[src/rtl/ub_read_sequencer.sv]
// Burst read sequencer for unified buffer port 0.
// Issues row reads and tags buffer output rows with valid/last.
module ub_read_sequencer #(
    parameter int TILE_WIDTH = 4096,
    parameter int LEN_WIDTH  = 16,
    localparam int ADDR_WIDTH = $clog2(TILE_WIDTH)
) (
    input  logic                  clk,
    input  logic                  rst,
    input  logic                  enable,
    input  logic                  master_en,
    input  logic                  cmd_valid,
    output logic                  cmd_ready,
    input  logic [ADDR_WIDTH-1:0] cmd_addr,
    input  logic [LEN_WIDTH-1:0]  cmd_len,
    output logic [ADDR_WIDTH-1:0] addr0,
    output logic                  en0,
    output logic                  row_valid,
    output logic                  row_last,
    output logic                  busy,
    output logic                  done
);

    localparam logic [1:0] IDLE  = 2'd0;
    localparam logic [1:0] ISSUE = 2'd1;
    localparam logic [1:0] DRAIN = 2'd2;

    logic [1:0]            state;
    logic [ADDR_WIDTH-1:0] addr;
    logic [LEN_WIDTH-1:0]  remaining;
    logic [2:0]            vld;
    logic [2:0]            lst;
    logic                  issue;
    logic                  accept;
    logic                  final_issue;
    logic [ADDR_WIDTH-1:0] addr_next;

    assign issue       = (state == ISSUE) & enable & ~master_en;
    assign accept      = cmd_valid & cmd_ready;
    assign final_issue = issue & (remaining == LEN_WIDTH'(1));
    assign addr_next   = (addr == ADDR_WIDTH'(TILE_WIDTH - 1)) ?
                         '0 : addr + ADDR_WIDTH'(1);

    assign cmd_ready = (state == IDLE) & ~done;
    assign busy      = (state != IDLE);
    assign en0       = issue;
    assign addr0     = addr;
    assign row_valid = vld[2];
    assign row_last  = vld[2] & lst[2];

    always_ff @(posedge clk) begin
        if (rst) begin
            state     <= IDLE;
            addr      <= '0;
            remaining <= '0;
            vld       <= '0;
            lst       <= '0;
            done      <= 1'b0;
        end else begin
            done <= 1'b0;
            case (state)
                IDLE: begin
                    if (accept) begin
                        if (cmd_len == '0) begin
                            done <= 1'b1;
                        end else begin
                            addr      <= cmd_addr;
                            remaining <= cmd_len;
                            state     <= ISSUE;
                        end
                    end
                end
                ISSUE: begin
                    if (issue) begin
                        addr      <= addr_next;
                        remaining <= remaining - LEN_WIDTH'(1);
                        if (final_issue) state <= DRAIN;
                    end
                end
                DRAIN: begin
                    // Final row leaves the read pipeline on this edge.
                    if (enable & vld[2] & lst[2]) begin
                        done  <= 1'b1;
                        state <= IDLE;
                    end
                end
                default: state <= IDLE;
            endcase
            if (enable) begin
                vld <= {vld[1:0], issue};
                lst <= {lst[1:0], final_issue};
            end
        end
    end

endmodule
[config.mk]
export PLATFORM = sky130hd
export DESIGN_NAME = ub_read_sequencer
export DESIGN_NICKNAME = d
export VERILOG_FILES = /design/src/rtl/ub_read_sequencer.sv
export SDC_FILE = /design/constraint.sdc
export NUM_CORES = 1
export LEC_CHECK = 0
export ABC_CLOCK_PERIOD_IN_PS = 2260
export CAP_MARGIN = 30
export CORE_AREA = 8 8 87 104
export CTS_BUF_LIST = sky130_fd_sc_hd__clkbuf_16
export DETAILED_ROUTE_END_ITERATION = 10
export DIE_AREA = 0 0 95 112
export SLEW_MARGIN = 20
export SYNTH_ARGS = -nofsm -noshare
export SYNTH_HDL_FRONTEND = slang
export SYNTH_SLANG_ARGS = --single-unit
[constraint.sdc]
create_clock -name clk -period 2.26 [get_ports clk]
set_input_delay 0.226 -clock clk [delete_from_list [all_inputs] [get_ports clk]]
set_output_delay 0.226 -clock clk [all_outputs]
set_load 0.1 [all_outputs]
==> results of run 1 <==
[flip-flops by register name, indices dropped and copies added (netlist names)]
| signal | cells |
|---|---|
| addr0 | 12 |
| done | 1 |
| lst | 3 |
| remaining | 16 |
| state | 2 |
| vld | 3 |
[tightest hold or removal path: cells and delay by family, from the launching register on]
kind | cells | cell delay, ps
simple gates | 1 | 60
flops | 1 | 310
compound gates | 1 | 60
[cells by family after synthesis]
kind of cell	share of synthesized area, %
buffers and inverters	4.532
DFF	34.40
muxes	1.859
and+or+nand+nor	30.91
AOI/OAI and AO/OA	26.56
adders and majority gates	1.743
[worst max-delay path by stage]
stage	start	end	slack, ps
after floorplan	addr0[0]	addr0[0]	-20
after global placement	cmd_len[3]	remaining[9]	9
after detailed placement	cmd_len[3]	remaining[9]	20
after CTS	remaining[11]	state[0]	150
after global routing	remaining[11]	state[0]	80
final	remaining[11]	state[0]	140
[per-stage QoR]
stage | setup WS, ps | cells | hold WS, ps | TNS, ps | utilization [%]
3_3_place_gp | 8.639 | 440 | 461.7 | 0 | 37.89
2_1_floorplan | -23.86 | 299 | 359.6 | -51.44 | -
5_1_grt | 79.64 | 448 | 503.8 | 0 | 40.13
6_report | 136.6 | 448 | 482.3 | 0 | 40.13
4_1_cts | 147.6 | 448 | 487.3 | 0 | 40.13
3_5_place_dp | 24.55 | 440 | 474.2 | 0 | 37.89
[power breakdown]
| group | switching [mW] | internal [mW] | total, mW |
|---|---|---|---|
| sequential | 0.0599 | 0.703 | 0.763 |
| combinational | 0.417 | 0.238 | 0.655 |
| clock | 0.275 | 0.518 | 0.794 |
[cells in the final DEF (no fill, tap or decap), types with 5 or more instances in the layout]
cell	synthesis	layout
nand2_1	44	44
a21oi_1	38	38
buf_4	0	34
clkdlybuf4s50_1	0	32
dfxtp_1	37	26
nor2_1	25	24
o21ai_0	20	20
nor3_1	13	13
nand3_1	12	12
dfxtp_2	0	11
inv_1	7	8
nor4_1	8	8
a31oi_1	7	6
o31ai_1	5	5
clkbuf_16	0	5
[layer usage]
layer | share of wire [%] | track usage (%) | vias up
li1 | - | - | 1205
met1 | 43 | 15.93 | 1112
met2 | 49 | 22.12 | 75
met3 | 6.8 | 3.432 | 7
met4 | 1.2 | 3.862 | 0
met5 | 0 | 0 | -
[layout make-up]
class                   instances  area (um2)  share of cell area (%)
repair buffers                 68       615.6                   20.48
flip-flops and latches         37       754.5                   25.10
clock inverters                 3       42.54                   1.415
inverters                       7       26.28                  0.8743
multi-input cells             236        1326                   44.13
well taps                      92       115.1                   3.830
clock buffers                   5       125.1                   4.163
==> qor.yml, run 1 <==
status: "completed"
drv_cap: 0
tightest_slew_ps: 606.5
place_congestion: 0.8272
synth.top_cell.area_share_pct: 34.40
cts-resized-gates: 0
ys_types: 42
synth_edf_count: 0
slew-limit-headroom_pct: 59.19
p_leak_nw: 1.173
hold_end: "lst[0]"
root_buffer: "clkbuf_16"
finClkSkew_ps: 4.096
end_kind: "flip-flop"
post_drt_wl_per_cell_um: 15.35
grt_pass1_wl_um: 11550
drv_slew: 0
period_needed_ps: 2123
die_h_um: 112
cp_top_family: "simple AND/OR/NAND/NOR gates"
cts_sinks: 37
die_area_um2: 10640
grt_max_degree: 26
numCtsBuffers: 5
antenna_found_initial: 0
crit_chain: "or4_4, or3_1, or4_4, a21oi_2, nor3_1"
wirelength_um: 6875
required_ps: 2420
row_count: 35
rsz0062_at_grt: "no"
ant_nets: 0
cts_hold_buf: 0
drt_iter0_drc: 157
r2r_slack_ps: 140
dr_total_vias: 2399
r2r_end: "state[0]"
fin_area_um2: 3005
ir_drop_uv: 332.1
worstSkewPairLatency_ps: 280
netlist_instances: 299
fillers: 778
drive_gt1_share_pct: 17.70
grtUsageTotal_pct: 13.21
critPathSlowestCell: "or4_4"
fmaxAchievable_mhz: 470.9
dr.pass1.iters: 4
min_period_over_period_pct: 93.96
vias_per_cell: 5.355
max_stage_delay_ps: 560
powerDensity_nw_per_um2: 736.0
cp_data_arrival_time_ps: 2290
post-cts-setup-buffers: 0
syn_to_final_growth_pct: 39.57
die_x_um: 95
yosys-top-cells-area: "dfxtp_1, a21oi_1, nand2_1"
place_area_um2: 2838
overflow: 0
setup_viol: 0
diodes: 0
ys_ff_latch: 37
synth.most_common_cell: "nand2_1"
critPathLaunchType: "flip-flop"
ys_warn_count: 0
rr_worst_depth: 5
synthFlopType: "dfxtp_1"
pin_count: 51
synth-seq-area-share_pct: 34.40
grt_pass1_vias: 2390
start_util_pct: 28.76
path_clk_slew_ps: 60
holdPathStages: 2
cp.depth: 5
synth_nets: 335
hold_path.class: "reg2reg"
p_total_mw: 2.212
worst-path-buf-inv: 0
cp_max_fo: 5
dpl.hpwl_um: 4928
fp.coreArea_um2: 7488
synth-async-reset-ratio_pct: 0
final_net_count: 391
drc: 0
portBuffers: 50
hold_violations: 0
synth_area_leader_cell: "dfxtp_1"
synth_area_um2: 2153
path_class: "reg2reg"
avgSynthCellArea_um2: 7.202
clockBufferDepth: 2
yosys-top-cells-count: "nand2_1, a21oi_1, dfxtp_1"
path_common_cell: "or4_4"
tritoncts: "built"
r2r_start: "remaining[11]"
h-tree-depth: 2
hold_path.startpoint: "lst[0]"
Power figures use the tool's default switching activity.
==> run 2, diff against run 1 <==
--- a/config.mk
+++ b/config.mk
@@ -11,6 +11,7 @@
 export CTS_BUF_LIST = sky130_fd_sc_hd__clkbuf_16
 export DETAILED_ROUTE_END_ITERATION = 10
 export DIE_AREA = 0 0 95 112
+export GPL_ROUTABILITY_DRIVEN = 0
 export SLEW_MARGIN = 20
 export SYNTH_ARGS = -nofsm -noshare
 export SYNTH_HDL_FRONTEND = slang
==> results of run 2 <==
Final layout, timing and power as in run 1 (identical DEF).
